===== src/rtl/data_mem_adapter_pkg.sv =====
// Shared types for the data-memory adapter: access size encoding and the
// alignment rule used when a core request is first seen.
package data_mem_adapter_pkg;

  typedef enum logic [1:0] {
    ACC_BYTE = 2'd0,
    ACC_HALF = 2'd1,
    ACC_WORD = 2'd2
  } DataAccess;

  // Halves need an even address, words a multiple of four; bytes never fault.
  function automatic logic is_misaligned(DataAccess acc, logic [1:0] lo);
    case (acc)
      ACC_HALF: return lo[0];
      ACC_WORD: return |lo;
      default:  return 1'b0;
    endcase
  endfunction

endpackage


===== src/rtl/data_mem_adapter_aligner.sv =====
// Combinational lane logic: store replication, byte enables and load
// shift/extension for a 32-bit memory word.
module data_lane_aligner
  import data_mem_adapter_pkg::*;
(
  input  DataAccess   access,
  input  logic [1:0]  addr_lo,
  input  logic        is_unsigned,
  input  logic [31:0] wr_data,
  input  logic [31:0] rd_word,
  output logic [31:0] wr_lanes,
  output logic [3:0]  byte_en,
  output logic [31:0] rd_data
);

  logic [31:0] rd_shift;

  always_comb begin
    rd_shift = rd_word >> {addr_lo, 3'b000};
    wr_lanes = wr_data;
    byte_en  = 4'b1111;
    rd_data  = rd_shift;
    case (access)
      ACC_BYTE: begin
        wr_lanes = {4{wr_data[7:0]}};
        byte_en  = 4'b0001 << addr_lo;
        rd_data  = is_unsigned ? {24'd0, rd_shift[7:0]}
                               : {{24{rd_shift[7]}}, rd_shift[7:0]};
      end
      ACC_HALF: begin
        wr_lanes = {2{wr_data[15:0]}};
        byte_en  = 4'b0011 << addr_lo;
        rd_data  = is_unsigned ? {16'd0, rd_shift[15:0]}
                               : {{16{rd_shift[15]}}, rd_shift[15:0]};
      end
      default: ;
    endcase
  end

endmodule


===== src/rtl/data_mem_adapter.sv =====
// Core-to-memory load/store adapter: IDLE -> ACCESS -> DONE handshake with
// alignment checking, lane steering and an ack timeout.
module data_mem_adapter
  import data_mem_adapter_pkg::*;
#(
  parameter int DATA_WIDTH = 32,
  parameter int ADDR_WIDTH = 32,
  parameter int TIMEOUT    = 255
) (
  input  logic                  i_clock,
  input  logic                  i_reset,
  input  logic [ADDR_WIDTH-1:0] i_addr,
  input  DataAccess             i_access,
  input  logic                  i_unsigned,
  input  logic                  i_wrEnable,
  input  logic                  i_rdEnable,
  input  logic [DATA_WIDTH-1:0] i_wrData,
  output logic [DATA_WIDTH-1:0] o_rdData,
  output logic                  o_busy,
  output logic                  o_misaligned,
  output logic                  o_timeout,
  output logic [ADDR_WIDTH-1:0] o_memAddr,
  output logic [3:0]            o_memByteEn,
  output logic [DATA_WIDTH-1:0] o_memWrData,
  output logic                  o_memWrEnable,
  output logic                  o_memReq,
  input  logic                  i_memAck,
  input  logic [DATA_WIDTH-1:0] i_memRdData
);

  localparam int CNT_W = $clog2(TIMEOUT + 1);

  typedef enum logic [1:0] {S_IDLE, S_ACCESS, S_DONE} state_e;

  state_e                state_q, state_d;
  logic [CNT_W-1:0]      cnt_q, cnt_d;
  logic [1:0]            addr_lo_q, addr_lo_d;
  DataAccess             access_q, access_d;
  logic                  unsigned_q, unsigned_d;
  logic [DATA_WIDTH-1:0] rd_data_q, rd_data_d;
  logic [ADDR_WIDTH-1:0] mem_addr_q, mem_addr_d;
  logic [DATA_WIDTH-1:0] mem_wr_data_q, mem_wr_data_d;
  logic [3:0]            mem_be_q, mem_be_d;
  logic                  mem_req_q, mem_req_d;
  logic                  mem_we_q, mem_we_d;
  logic                  misaligned_q, misaligned_d;
  logic                  timeout_q, timeout_d;

  logic        req, misalign;
  DataAccess   al_access;
  logic [1:0]  al_lo;
  logic        al_uns;
  logic [31:0] al_wr_lanes, al_rd_data;
  logic [3:0]  al_be;

  assign req      = i_wrEnable | i_rdEnable;
  assign misalign = is_misaligned(i_access, i_addr[1:0]);

  // Store side is needed while accepting in IDLE, load side only in ACCESS.
  assign al_access = (state_q == S_IDLE) ? i_access     : access_q;
  assign al_lo     = (state_q == S_IDLE) ? i_addr[1:0]  : addr_lo_q;
  assign al_uns    = (state_q == S_IDLE) ? i_unsigned   : unsigned_q;

  data_lane_aligner u_aligner (
    .access      (al_access),
    .addr_lo     (al_lo),
    .is_unsigned (al_uns),
    .wr_data     (i_wrData),
    .rd_word     (i_memRdData),
    .wr_lanes    (al_wr_lanes),
    .byte_en     (al_be),
    .rd_data     (al_rd_data)
  );

  always_comb begin
    state_d       = state_q;
    cnt_d         = cnt_q;
    addr_lo_d     = addr_lo_q;
    access_d      = access_q;
    unsigned_d    = unsigned_q;
    rd_data_d     = rd_data_q;
    mem_addr_d    = mem_addr_q;
    mem_wr_data_d = mem_wr_data_q;
    mem_be_d      = mem_be_q;
    mem_req_d     = mem_req_q;
    mem_we_d      = mem_we_q;
    misaligned_d  = 1'b0;
    timeout_d     = 1'b0;
    case (state_q)
      S_IDLE: begin
        if (req && misalign) begin
          misaligned_d = 1'b1;
        end else if (req) begin
          state_d       = S_ACCESS;
          cnt_d         = '0;
          addr_lo_d     = i_addr[1:0];
          access_d      = i_access;
          unsigned_d    = i_unsigned;
          mem_addr_d    = {i_addr[ADDR_WIDTH-1:2], 2'b00};
          mem_wr_data_d = al_wr_lanes;
          mem_be_d      = al_be;
          mem_we_d      = i_wrEnable;
          mem_req_d     = 1'b1;
        end
      end
      S_ACCESS: begin
        // Ack is tested first so it wins over an expiring counter.
        if (i_memAck) begin
          state_d   = S_DONE;
          mem_req_d = 1'b0;
          mem_we_d  = 1'b0;
          mem_be_d  = 4'b0000;
          if (!mem_we_q) rd_data_d = al_rd_data;
        end else if (cnt_q == CNT_W'(TIMEOUT - 1)) begin
          state_d   = S_DONE;
          mem_req_d = 1'b0;
          mem_we_d  = 1'b0;
          mem_be_d  = 4'b0000;
          rd_data_d = '0;
          timeout_d = 1'b1;
        end else begin
          cnt_d = cnt_q + CNT_W'(1);
        end
      end
      default: state_d = S_IDLE;
    endcase
  end

  always_ff @(posedge i_clock) begin
    if (!i_reset) begin
      state_q      <= S_IDLE;
      cnt_q        <= '0;
      rd_data_q    <= '0;
      mem_be_q     <= 4'b0000;
      mem_req_q    <= 1'b0;
      mem_we_q     <= 1'b0;
      misaligned_q <= 1'b0;
      timeout_q    <= 1'b0;
    end else begin
      state_q      <= state_d;
      cnt_q        <= cnt_d;
      rd_data_q    <= rd_data_d;
      mem_be_q     <= mem_be_d;
      mem_req_q    <= mem_req_d;
      mem_we_q     <= mem_we_d;
      misaligned_q <= misaligned_d;
      timeout_q    <= timeout_d;
    end
    addr_lo_q     <= addr_lo_d;
    access_q      <= access_d;
    unsigned_q    <= unsigned_d;
    mem_addr_q    <= mem_addr_d;
    mem_wr_data_q <= mem_wr_data_d;
  end

  assign o_busy        = (state_q == S_ACCESS) || ((state_q == S_IDLE) && req && !misalign);
  assign o_rdData      = rd_data_q;
  assign o_misaligned  = misaligned_q;
  assign o_timeout     = timeout_q;
  assign o_memAddr     = mem_addr_q;
  assign o_memByteEn   = mem_be_q;
  assign o_memWrData   = mem_wr_data_q;
  assign o_memWrEnable = mem_we_q;
  assign o_memReq      = mem_req_q;

endmodule


===== config.mk =====
export PLATFORM = sky130hd
export DESIGN_NAME = data_mem_adapter
export DESIGN_NICKNAME = d
export VERILOG_FILES = /design/src/rtl/data_mem_adapter_pkg.sv /design/src/rtl/data_mem_adapter_aligner.sv /design/src/rtl/data_mem_adapter.sv
export SDC_FILE = /design/constraint.sdc
export NUM_CORES = 1
export LEC_CHECK = 0
export CAP_MARGIN = 20
export CORE_MARGIN = 1.5
export CORE_UTILIZATION = 48
export DETAILED_ROUTE_END_ITERATION = 8
export GPL_ROUTABILITY_DRIVEN = 0
export PLACE_DENSITY = 0.95
export SYNTH_ARGS = -nofsm -noshare
export SYNTH_HDL_FRONTEND = slang
export SYNTH_SLANG_ARGS = --single-unit

===== constraint.sdc =====
create_clock -name i_clock -period 7.4 [get_ports i_clock]
set_input_delay 1.48 -clock i_clock [delete_from_list [all_inputs] [get_ports i_clock]]
set_output_delay 1.48 -clock i_clock [all_outputs]
set_load 0.05 [all_outputs]

### After elaboration in Yosys (flattened, before gate mapping)

Index checks and enable logic that the tools add are counted.

* register bits after elaboration: 117

* add/sub/neg operators: 1
* eq/ne operators: 11
* shifts and indexed selects: 3
* mux-type cells: 37
* bitwise logic cells: 4
* reduce and logical (&&, ||, !) cells: 17

Operators by type and width (number)
* $mux 32: 5
* $pmux 32 s2: 2
* $mux 8: 4
* $shr 32x5->32: 1
* $mux 4: 4
* $pmux 4 s2: 2
* $pmux 8 s2: 1
* $mux 2: 6
* $ne 2x2->1 const B: 5
* $mux 1: 9
* $reduce_and 3->1: 3
* $add 8x1->8 const B: 1
* $eq 8x8->1 const B: 1
* $eq 2x1->1 const B: 3
* $pmux 1 s2: 3
* $reduce_and 5->1: 1
* $logic_not 2->1: 2
* $pmux 2 s2: 1
* $reduce_and 4->1: 1
* $reduce_bool 2->1: 2
* $shl 1x2->4 const A: 1
* $shl 2x2->4 const A: 1
* $logic_and 1x1->1: 3
* $ne 3x3->1 const B: 1
* other kinds (8): 10

### Longest topological paths before layout

* depth in word-level cells: 7
* gate-level depth with buffers: 9

### By module

Synthesis repeated with hierarchy kept, for this count alone.

* cell total of the unflattened synthesis: 425
* area, all modules: 5263.8 sq um

By module, submodules not included
* data_mem_adapter: times used 1, cells each 243, area each 3946.3 sq um, sequential area each 3012.9 sq um
* data_lane_aligner: times used 1, cells each 182, area each 1317.5 sq um, sequential area each 0.0 sq um

### Least setup slack after synthesis

OpenSTA, ideal clock, no wires.

* path type: input -> output
* from: input port i_access[0]
* to: output port o_busy
* data arrival time: 4685 ps
* data required time: 5920 ps
* path slack: 1235 ps
* stages: 7
* buffers on the path: 1
* cells stage by stage: inv_1 -> ha_1 -> o21ai_0 -> a21o_1 -> and2_1 -> clkbuf_1 -> nand2b_1

* longest elaborated chain between the ends: 5
* elaborated cells on any way between the ends: 6
* classes of those cells: eq/ne (2); mux (1); reduce/logical (3)

RTL lines
* from (decl): RTL line data_mem_adapter.sv:13 `input DataAccess i_access,`
* $eq 2x2->1 / $eq 2x1->1 (equally long branches): RTL line data_mem_adapter_pkg.sv:13 `case (acc)`
* $pmux 1 s2 *: RTL line data_mem_adapter_pkg.sv:13
* $logic_not 1->1 *: RTL line data_mem_adapter.sv:156 `assign o_busy = (state_q == S_ACCESS) || ((state_q == S_IDLE) && req && !misalign);`
* $logic_and 1x1->1 *: RTL line data_mem_adapter.sv:156
* $logic_or 1x1->1 *: RTL line data_mem_adapter.sv:156
* to (decl): RTL line data_mem_adapter.sv:19 `output logic o_busy,`

Every way passes the cells marked *; elsewhere a longest branch is shown, timed or not.

### Worst setup path after layout

Ends and elaborated chain as after synthesis.

==> out/results.tsv <==
stage	metric	value	unit
sta	finalCritPeriodShare	0.712	
floorplan	io_pins	209	
cells_and_area	final_cells	862	
synth	syn_area	5480	um^2
critical_path	critPathBufInv	3	
critical_path	cp_cell_sequence	clkdlybuf4s50_1, inv_1, ha_1, o21ai_0, a21o_1, and2_2, nand2b_1, clkdlybuf4s50_1	
routing	first_pass_iters	5	
sta	fin_tns_setup	0	ns
critical_path	crit_slowest_cell	clkdlybuf4s50_1	
synth	synthCells	515	
sta	max_freq	190	MHz
cells_and_area	layout_common_cells	206 x clkdlybuf4s50_1, 67 x edfxtp_1, 61 x nand2_1	
synth	synth-seq-cells	117	
sta	min_period	5.27	ns
critical_path	worstSetupEndpointType	output port	
clock_tree	htree_levels	4	
grt	grt_pass1_wl	25700	um
clock_tree	cts_hold_buf	0	
synth	netlist_top_cells_area	edfxtp_1 37%, dfxtp_1 18%, nand2_1 4.2%, a21oi_1 3.5%, mux2i_1 3.5%	
placement	place_hpwl	12000	um
grt	met3_usage	0.0545	
grt	met2_usage	0.492	
critical_path	cp.arrival	3.79	ns
synth	synth_flop_cell	edfxtp_1	
power	p_leak	3.13	nW
synth	avgSynthCellArea	10.6	um^2
routing	postRouteAntennaNets	0	
cells_and_area	syn_to_final_growth	50.1	%
synth	ys_warn_count	0	
cells_and_area	layout_commonest_cell	clkdlybuf4s50_1	
clock_tree	cts_made_buffers	17	
floorplan	core	11000	um^2
sta	fin_skew	0.00710	ns
clock_tree	clock_latency	0.41	ns
clock_tree	cts_root_buf	clkbuf_16	
placement	dp.cells	829	
placement	io_buffers	206	
routing	drt-total-wl	17500	um
clock_tree	tritoncts	done	
clock_tree	post_cts_buffers	0	
floorplan	die_h	110	um
run_status	status	finished, final reports clean	
synth	yosys.area.top_type	edfxtp_1	
critical_path	crit_type	input pin to output port	
sta	slew_headroom	0.248	
sta	hold_viol	0	
routing	drc	0	
floorplan	initial_utilization	0.499	
clock_tree	clkTransAtPathRegs	0.05	ns
worst_hold_path	min_path_type	flop to flop	
run	cap_violations	0	
synth	seq_area_frac_synth	0.550	
power	power.density	280	nW/um^2
clock_tree	clock-sinks	117	
grt	grt_pass1_vias	4942	
routing	first_iter_violations	834	
grt	use_met1	0.334	
routing	vias	5279	
floorplan	die_area	12100	um^2
grt	grt_busiest_layer	met2	
floorplan	fp.dieW	110	um
synth	yosysUniqueCellTypes	57	
routing	viasPerCell	6.12	
sta	worst_pin_slew	1.12	ns
sta	finalSetupViolations	0	
sta	fin_ws	2.13	ns
synth	synth_top_area_frac	0.367	
floorplan	core.rowCount	38	
synth	synth-edff-count	67	
clock_tree	cts_resized	0	
critical_path	slowest_delay	0.82	ns
grt	track_usage	0.284	
critical_path	crit_required	5.92	ns
placement	place_ws	2.16	ns
cells_and_area	antennaDiodeCount	0	
grt	antenna_found_initial	0	
routing	routedWlPerCell	20.3	um
cells_and_area	fin_util	0.748	
critical_path	worstPathMaxFanout	6	
cells_and_area	nNetsFinal	817	
cells_and_area	drive_above_1_share	0.0817	
synth	async_flop_share	0	
critical_path	cp_top_family	buffers and inverters	
grt	grt_overflow	0	
grt	grt_max_degree	76	
critical_path	critical_path.startpoint_type	input pin	
clock_tree	clock_path_buffers	2	
sta	rsz0062_at_grt	false	
critical_path	cpMostUsedCell	clkdlybuf4s50_1	
power	power	2.30	mW
sta	finalMaxSlewViolations	0	
power	ir_worst_vdd	0.175	mV
[worst paths after layout]
check	start	to	slack [ns]	depth (start not counted)
worst min-delay path	o_memByteEn[3]	o_memByteEn[3]	0.47	2
worst max register to register	state_q[1]	o_rdData[31]	4.38	5
worst max-delay path	i_access[0]	o_busy	2.13	8
worst min register to register	o_memByteEn[3]	o_memByteEn[3]	0.47	2
[cells by family (layout without fill, tap and decap cells)]
family,count (synthesis),in the layout,share of synthesized area
flops,117,117,0.550
mux,29,29,0.0553
compound gates,150,150,0.184
simple gates,166,166,0.154
other cells,1,2,0.000685
xor+xnor,7,7,0.0112
fa+ha+maj,4,4,0.00914
buf+inv,41,247,0.0354
[tightest hold or removal path, stage by stage, from the launching register on]
cell and delay, ns:
dfxtp_1 0.30, nand2_1 0.05, a21boi_0 0.06
[per-layer routing]
layer	vias to the layer above	wire length, um
met5	-	0
met4	0	665
met3	64	1580
met2	368	8760
met1	2501	6480
li1	2346	-
[flip-flops by register name, summed over array words and instances (netlist names), 2 cells and up]
name	cells
o_memWrData	32
o_rdData	32
o_memAddr	30
cnt_q	8
o_memByteEn	4
access_q	2
addr_lo_q	2
state_q	2
[power breakdown]
| group | internal, mW | switching [mW] |
|---|---|---|
| clock | 0.551 | 0.302 |
| sequential | 0.770 | 0.0299 |
| combinational | 0.223 | 0.425 |
| total | 1.54 | 0.757 |
[Yosys cell counts, types with 2 or more instances]
master / number
nor2b_1: 5
a31oi_1: 15
buf_6: 3
nor3_1: 9
edfxtp_1: 67
nand2b_1: 6
o21a_1: 3
dfxtp_1: 50
o21ai_0: 27
clkbuf_1: 23
nor2_1: 13
ha_1: 4
nand3_1: 38
a22o_1: 7
nand4_1: 6
a221o_1: 7
nor2_4: 2
nand2_1: 61
and3_1: 11
o21ai_1: 4
inv_1: 4
mux2i_1: 19
mux2_2: 10
xor2_1: 6
o2111ai_1: 8
a211oi_1: 8
buf_2: 7
or4_1: 2
a2bb2oi_1: 9
and2_1: 2
buf_4: 2
a21boi_0: 6
o31ai_1: 10
a21oi_1: 38
[metrics by stage]
stage | hold slack [ns] | instance area, um^2
2_1_floorplan | 0.466 | 5480
3_5_place_dp | 0.445 | 7580
4_1_cts | 0.457 | 8200
3_3_place_gp | 0.444 | 7580
6_report | 0.468 | 8220
5_1_grt | 0.485 | 8220
[final cells by class]
type                       count  area (um^2)
multi-input combinational    358         2280
clock buffer                  19          453
fill                         700         2770
clock inverter                13          174
sequential                   117         3010
tap                          140          175
timing repair buffer         211         2110
inverter                       4         15.0
No activity file was read; power rests on OpenSTA's default activity.
